==> config.mk <==
export PLATFORM = sky130hd
export DESIGN_NAME = order_queue_ctrl
export DESIGN_NICKNAME = d
export VERILOG_FILES = /design/src/rtl/order_queue_ctrl.sv
export SDC_FILE = /design/constraint.sdc
export NUM_CORES = 1
export LEC_CHECK = 0
export CORE_MARGIN = 1.5
export CORE_UTILIZATION = 40
export DETAILED_ROUTE_END_ITERATION = 10
export PLACE_DENSITY_LB_ADDON = 0.15
export SETUP_SLACK_MARGIN = 0.5
export SLEW_MARGIN = 30
export SYNTH_ARGS = -nofsm -noshare
export SYNTH_HDL_FRONTEND = slang
export SYNTH_SLANG_ARGS = --single-unit
==> constraint.sdc <==
create_clock -name clock -period 8.75 [get_ports clock]
set_input_delay 1.75 -clock clock [delete_from_list [all_inputs] [get_ports clock]]
set_output_delay 1.75 -clock clock [all_outputs]
set_load 0.03 [all_outputs]
==> src/rtl/order_queue_ctrl.sv <==
// order_queue_ctrl
// Pointer and handshake controller for the instruction order-queue register file.
// Turns dispatch pushes and commit pops into memory write/read controls. Each
// accepted pop returns its tag one cycle later. Also keeps full/empty/count
// status and sticky misuse flags.
//
// Ports:
//   clock, reset    rising-edge clock; synchronous active-low reset
//   flush           empties the queue; a push or pop in this cycle is ignored
//   push, push_tag  enqueue request and tag; push_ready = !full
//   pop             dequeue request
//   pop_valid       registered; pop_tag holds the dequeued tag (0 otherwise)
//   full, empty     count == DEPTH / count == 0
//   count           occupied entries, 0..DEPTH
//   err_overflow    sticky; set by a push while full
//   err_underflow   sticky; set by a pop while empty
//   mem_we, mem_dest, mem_wdata   memory write port
//   mem_source, mem_rdata         memory read address and registered read data
module order_queue_ctrl #(
  parameter int unsigned WIDTH        = 5,
  parameter int unsigned DEPTH        = 32,
  parameter int unsigned PTRWIDTH     = 5,
  parameter int unsigned ADDRESSWIDTH = 6
) (
  input  logic                    clock,
  input  logic                    reset,
  input  logic                    flush,
  input  logic                    push,
  input  logic [WIDTH-1:0]        push_tag,
  output logic                    push_ready,
  input  logic                    pop,
  output logic                    pop_valid,
  output logic [WIDTH-1:0]        pop_tag,
  output logic                    full,
  output logic                    empty,
  output logic [ADDRESSWIDTH-1:0] count,
  output logic                    err_overflow,
  output logic                    err_underflow,
  output logic                    mem_we,
  output logic [ADDRESSWIDTH-1:0] mem_dest,
  output logic [WIDTH-1:0]        mem_wdata,
  output logic [ADDRESSWIDTH-1:0] mem_source,
  input  logic [WIDTH-1:0]        mem_rdata
);

  logic [PTRWIDTH-1:0] head;
  logic [PTRWIDTH-1:0] tail;
  logic                pushAcc;
  logic                popAcc;

  // Status is decoded from registered count only.
  assign full       = (count == ADDRESSWIDTH'(DEPTH));
  assign empty      = (count == '0);
  assign push_ready = ~full;

  assign pushAcc = push & ~full & ~flush;
  assign popAcc  = pop & ~empty & ~flush;

  assign mem_we     = pushAcc;
  assign mem_wdata  = push_tag;
  assign mem_dest   = {{(ADDRESSWIDTH - PTRWIDTH){1'b0}}, tail};
  assign mem_source = {{(ADDRESSWIDTH - PTRWIDTH){1'b0}}, head};

  // The memory registers rf[head] on the same edge that accepts the pop, so
  // the data lines up with pop_valid. No bypass is needed: a popped entry was
  // always written on an earlier edge.
  assign pop_tag = pop_valid ? mem_rdata : '0;

  always_ff @(posedge clock) begin
    if (!reset) begin
      head          <= '0;
      tail          <= '0;
      count         <= '0;
      pop_valid     <= 1'b0;
      err_overflow  <= 1'b0;
      err_underflow <= 1'b0;
    end else begin
      pop_valid <= popAcc;
      if (flush) begin
        // Memory contents are left stale. The error flags survive a flush.
        head  <= '0;
        tail  <= '0;
        count <= '0;
      end else begin
        if (pushAcc) tail <= tail + PTRWIDTH'(1);
        if (popAcc)  head <= head + PTRWIDTH'(1);
        if (pushAcc && !popAcc) begin
          count <= count + ADDRESSWIDTH'(1);
        end else if (popAcc && !pushAcc) begin
          count <= count - ADDRESSWIDTH'(1);
        end
        if (push && full)  err_overflow  <= 1'b1;
        if (pop && empty)  err_underflow <= 1'b1;
      end
    end
  end

endmodule
==> flow_summary_export.csv, run 1 <==
group,metric,value,unit
yosys,synthTopCellsByCount,"19 x dfxtp_1, 17 x nor2_1, 8 x ha_1",
sta,slew_headroom,56.5,%
clock_tree,h-tree-depth,1,
clock_tree,cts_resized,0,
cells_and_area,multi_input_area,687,um^2
sta,finalCriticalPeriod,5250,ps
grt,antenna_found_initial,0,
clock_tree,cts_num_sinks,19,
place,dp_hpwl,1.97,mm
outcome,status,"completed",
route,route.detailed.drc,0,
setup_path,crit_top_cell,"clkdlybuf4s50_1",
place,place_congestion,0.745,
setup_path,cpPeakStageDelay,740,ps
yosys,postSynthCellCount,135,
grt,grt_pass1_vias,988,
yosys,yosys.cell_types.count,40,
sta,slew_viol_final,0,
pwr,p_leak,0.583,nW
floorplan,initial_core_util,42.4,%
sta,max_freq,190,MHz
sta,finClkSkew,2.04,ps
yosys,ys_ff_latch,19,
grt,grt_max_degree,16,
yosys,synth_most_common_cell,"dfxtp_1",
route,drt-total-wl,2.58,mm
yosys,ys_top_cells_by_area,"dfxtp_1 32%, ha_1 8.5%, nor2_1 5.4%",
clock_tree,path_clk_slew,110,ps
cells_and_area,fillerInstances,281,
clock_tree,cts-root-buf,"clkbuf_4",
route,wl_met3,187,um
clock_tree,cts_buffers,3,
setup_path,crit_type,"in2out",
setup_path,crit_required,7000,ps
cells_and_area,seq_area,380,um^2
setup_path,cp_slowest_cell,"clkdlybuf4s50_1",
floorplan,die_width,57.3,um
setup_path,crit_chain,"clkdlybuf4s50_1 > nor2b_1 > o31a_1 > clkdlybuf4s50_1",
cells_and_area,drive_above_1_share,6.71,%
pwr,power_density,141,mW/mm^2
floorplan,core,0.00278,mm^2
sta,setup_viol,0,
yosys,ys_warn_count,0,
sta,post-route-period-util,60.0,%
pwr,power,216,uW
route,wl_met2,1.24,mm
route,initialDrtViolationCount,19,
yosys,yosysTopAreaCell,"dfxtp_1",
yosys,synthArstFlopShare,0,%
setup_path,path_buf_inv,2,
floorplan,rows,19,
sta,hold_ws,477,ps
place,numPortBuffers,37,
setup_path,critPathCaptureType,"output pin",
setup_path,crit_fanout,7,
yosys,ys.flop_type,"dfxtp_1",
floorplan,pin_count,50,
clock_tree,clkLatencyLatePin,310,ps
cells_and_area,fin_nets,189,
clock_tree,cts_hold_buf,0,
setup_path,critPathArrivalTime,3500,ps
route,ant_nets,0,
grt,grt-ovfl-total,0,
route,vias,1052,
yosys,synth_edf_count,0,
yosys,ys_seq_area_share,32.2,%
clock_tree,cts_buffer_depth,2,
route,wl_met1,1.13,mm
floorplan,die_area,0.00328,mm^2
setup_path,start_kind,"input port",
grt,grt_use_total,17.0,%
cells_and_area,insertedDiodeCount,0,
run,max_cap_viol_count,0,
yosys,yosys.area.top_type_share,32.2,%
grt,grt_pass1_wl,4.46,mm
hold_path,hp-class,"reg2reg",
route,wl_per_cell,13.2,um
clock_tree,cts_setup_buffers,0,
sta,finalHoldViolCount,0,
yosys,avgSynthCellArea,8.74,um^2
route,drtPass1Iterations,4,
sta,tightest_slew,652,ps
yosys,netlist_area,0.00118,mm^2
clock_tree,cts_tree,"yes",
sta,tns,0,ps
route,via_per_inst,5.39,
floorplan,die_y,57.3,um
route,highest-signal-layer,"met4",
cells_and_area,area_delta_synth_final,29.7,%
sta,rsz0062_at_grt,"false",
pwr,peakVddDrop,0.000130,V
setup_path,crit_family,"buffers and inverters",
-- registers in the layout, indices dropped and copies added (netlist names) --
| name | count |
|---|---|
| head | 5 |
| err_underflow | 1 |
| err_overflow | 1 |
| tail | 5 |
| pop_valid | 1 |
| count | 6 |
-- tightest hold or removal path, stage by stage (launching register included) --
cell and delay (ps):
dfxtp_1 340, a21oi_1 40, nor2_1 60
-- layout by cell type, fill, tap and decap left out, drive strengths merged --
| cell | count |
|---|---|
| nand2 | 3 |
| fa | 1 |
| nor3 | 2 |
| or3 | 3 |
| a21o | 1 |
| and4b | 1 |
| a31o | 2 |
| nor4 | 2 |
| clkinv | 2 |
| nand3 | 5 |
| xnor2 | 1 |
| nand2b | 2 |
| nor2b | 4 |
| dfxtp | 19 |
| and3 | 2 |
| o311ai | 2 |
| ha | 8 |
| clkbuf | 3 |
| o31ai | 2 |
| o221a | 1 |
| conb | 2 |
| xor2 | 5 |
| nand4 | 3 |
| o21ai | 4 |
| and2 | 7 |
| a21oi | 7 |
| nor2 | 17 |
| o21a | 2 |
| o41ai | 1 |
| o31a | 2 |
| and4 | 1 |
| inv | 6 |
| or4 | 1 |
| mux2i | 3 |
| clkdlybuf4s50 | 37 |
-- final cells by class --
cell class / instances / area share [%]
clock inverter: 1 / 0.327
tap: 31 / 2.53
timing repair buffer: 37 / 24.2
inverter: 7 / 1.72
sequential: 19 / 24.9
clock buffer: 3 / 1.47
multi-input combinational: 97 / 44.9
-- kinds of logic after synthesis --
logic type	share of synthesized area, %
AOI/OAI and AO/OA	15.5
buffers and inverters	9.86
muxes	2.55
xor gates and xnor gates	4.45
adders and majority gates	10.2
DFF	32.2
and+or+nand+nor	24.9
other	0.318
-- through the flow --
| stage | setup slack [ps] | instances | area, um^2 | util (%) |
|---|---|---|---|---|
| 4_1_cts | 3500 | 195 | 1530 | 55.0 |
| 3_3_place_gp | 3550 | 191 | 1500 | 54.0 |
| 5_1_grt | 3380 | 195 | 1530 | 55.0 |
| 6_report | 3500 | 195 | 1530 | 55.0 |
| 2_1_floorplan | 4800 | 136 | 1180 | - |
| 3_5_place_dp | 3520 | 191 | 1500 | 54.0 |
-- path summary, 6_finish.rpt --
check | depth (start not counted) | from | slack [ps] | to
worst max-delay path | 4 | flush | 3500 | mem_we
worst min-delay path | 2 | err_underflow$_SDFFE_PN0P_ | 480 | err_underflow$_SDFFE_PN0P_
worst max register to register | 9 | count[1]$_SDFFE_PP0P_ | 5640 | count[5]$_SDFFE_PP0P_
worst min register to register | 2 | err_underflow$_SDFFE_PN0P_ | 480 | err_underflow$_SDFFE_PN0P_
-- metal layers --
metal,vias up,GRT usage (%)
li1,523,-
met1,488,20.1
met2,36,30.0
met3,5,5.22
met4,0,4.32
met5,-,0
-- power by group --
part / total [mW] / internal [mW] / switching [mW] / leakage [nW]
registers: 0.0954 / 0.0900 / 0.00543 / 0.154
logic: 0.0733 / 0.0313 / 0.0419 / 0.412
clock network: 0.0470 / 0.0171 / 0.0299 / 0.0177
(Power assumes the default switching activity.)
==> run 2: changes to the inputs <==
--- a/config.mk
+++ b/config.mk
@@ -6,7 +6,7 @@
 export NUM_CORES = 1
 export LEC_CHECK = 0
 export CORE_MARGIN = 1.5
-export CORE_UTILIZATION = 40
+export CORE_UTILIZATION = 38
 export DETAILED_ROUTE_END_ITERATION = 10
 export PLACE_DENSITY_LB_ADDON = 0.15
 export SETUP_SLACK_MARGIN = 0.5
==> constraint.sdc (replaced) <==
create_clock -name clock -period 4.6 [get_ports clock]
set_input_delay 0.92 -clock clock [delete_from_list [all_inputs] [get_ports clock]]
set_output_delay 0.92 -clock clock [all_outputs]
set_load 0.03 [all_outputs]
==> run 2 against run 1 <==
  * Non-clock buffer count stayed put
  * Power grew 87%
  * First-iteration DRC count is 47% higher
  * Critical endpoint unchanged
  * Worst hold slack improved by 17 ps
==> flow_summary_export.csv, run 2 (same netlist as run 1, synthesis figures left out) <==
group,metric,value,unit
grt,grt_max_degree,16,
sta,hold_ws,494,ps
cells_and_area,layout_common_cells,"37 x clkdlybuf4s50_1, 19 x dfxtp_1, 17 x nor2_1",
clock_tree,cts_hold_buf,0,
floorplan,initial_core_util,39.3,%
clock_tree,path_clk_slew,100,ps
place,place_inst,193,
floorplan,pin_count,50,
sta,tightest_slew,625,ps
cells_and_area,layout_commonest_cell,"clkdlybuf4s50_1",
sta,finalCriticalPeriod,3610,ps
hold_path,hp-class,"reg2reg",
sta,setup_viol,0,
place,numPortBuffers,37,
clock_tree,clkLatencyLatePin,300,ps
floorplan,die_width,58.7,um
hold_path,min_path_cells,2,
grt,grt_pass1_wl,4.16,mm
route,drt-total-wl,2.47,mm
pwr,power_density,264,mW/mm^2
clock_tree,cts_setup_buffers,0,
sta,rsz0062_at_grt,"false",
sta,tns,0,ps
pwr,power,404,uW
setup_path,crit_family,"buffers and inverters",
setup_path,rrSetupSlack,1550,ps
place,preCtsSetupSlack,990,ps
cells_and_area,area_delta_synth_final,29.8,%
grt,grt_use_total,15.3,%
pwr,peakVddDrop,0.000196,V
floorplan,rows,20,
place,place_congestion,0.890,
setup_path,critPathArrivalTime,2690,ps
floorplan,core,0.00300,mm^2
cells_and_area,fillerInstances,304,
setup_path,cp_slowest_cell,"clkdlybuf4s50_1",
setup_path,crit_top_cell,"clkdlybuf4s50_1",
clock_tree,cts_buffers,3,
cells_and_area,largest_reg_flops,6,
route,drtPass1Iterations,4,
clock_tree,cts_buffer_depth,2,
sta,max_freq,277,MHz
cells_and_area,multi_input_area,687,um^2
route,route.detailed.drc,0,
cells_and_area,largestRegisters,"count: 6 flops, head: 5 flops, tail: 5 flops",
setup_path,crit_type,"in2out",
sta,post-route-period-util,78.5,%
outcome,status,"completed",
grt,antenna_found_initial,0,
setup_path,crit_chain,"clkdlybuf4s50_1 > nor2b_1 > o31a_1 > clkdlybuf4s50_1",
route,vias,1006,
grt,grt-ovfl-total,0,
cells_and_area,seq_area,380,um^2
clock_tree,cts_num_sinks,19,
clock_tree,cts_resized,0,
setup_path,crit_required,3680,ps
route,initialDrtViolationCount,28,
route,ant_nets,0,
sta,finalWorstSetupSlack,989,ps
sta,slew_viol_final,0,
route,via_per_inst,5.11,
floorplan,die_area,0.00345,mm^2
sta,slew_headroom,58.3,%
setup_path,start_kind,"input port",
place,dp_hpwl,1.92,mm
cells_and_area,regMostFlops,"count",
run,max_cap_viol_count,0,
route,wl_per_cell,12.5,um
floorplan,die_y,58.7,um
setup_path,cpPeakStageDelay,740,ps
setup_path,critPathCaptureType,"output pin",
cells_and_area,fin_cells,197,
setup_path,crit_fanout,7,
grt,grt_pass1_vias,907,
clock_tree,cts_tree,"yes",
setup_path,rr_worst_depth,9,
cells_and_area,fin_nets,189,
sta,finClkSkew,1.62,ps
setup_path,path_buf_inv,2,
cells_and_area,insertedDiodeCount,0,
clock_tree,cts-root-buf,"clkbuf_4",
setup_path,cp.depth,4,
clock_tree,h-tree-depth,1,
sta,finalHoldViolCount,0,
cells_and_area,drive_above_1_share,6.10,%
pwr,p_leak,0.580,nW
run 2: cell types whose count changed in the layout (fill, tap and decap cells not counted), sizes merged:
cell and delta:
clkinv -1, clkbuf +1
run 2: cell type report:
class / count / share of cell area [%]
clock buffers: 4 / 1.72
repair buffers: 37 / 24.2
well taps: 33 / 2.70
flip-flops and latches: 19 / 24.8
inverters: 7 / 1.72
multi-input cells: 97 / 44.9
run 2: worst min-delay path, delay by kind of cell (launching register included):
family	cells	cell delay, ps
compound gates	1	40
flops	1	350
simple gates	1	70
run 2: path summary, 6_finish.rpt:
kind / endpoint / startpoint
worst max-delay path: mem_we / push
worst min-delay path: err_underflow$_SDFFE_PN0P_ / err_underflow$_SDFFE_PN0P_
worst max register to register: count[4]$_SDFFE_PP0P_ / count[1]$_SDFFE_PP0P_
worst min register to register: err_underflow$_SDFFE_PN0P_ / err_underflow$_SDFFE_PN0P_
run 2: where the power goes:
part | internal, mW | switching, mW
Sequential | 0.171 | 0.0102
Combinational | 0.0597 | 0.0796
Clock | 0.0338 | 0.0497
Total | 0.265 | 0.139
run 2: per-layer routing:
| metal | share of wire (%) | vias to the layer above | global-route usage, % |
|---|---|---|---|
| met4 | 0.93 | 0 | 4.22 |
| met1 | 47 | 448 | 20.6 |
| li1 | - | 522 | - |
| met3 | 6.9 | 4 | 4.62 |
| met2 | 45 | 32 | 23.7 |
| met5 | 0 | - | 0 |
run 2: metrics by stage:
step           utilization (%)  area (um^2)
6_report                  51.0         1530
5_1_grt                   51.0         1530
4_1_cts                   51.0         1530
3_5_place_dp              50.1         1510
3_3_place_gp              50.1         1510
2_1_floorplan                -         1180
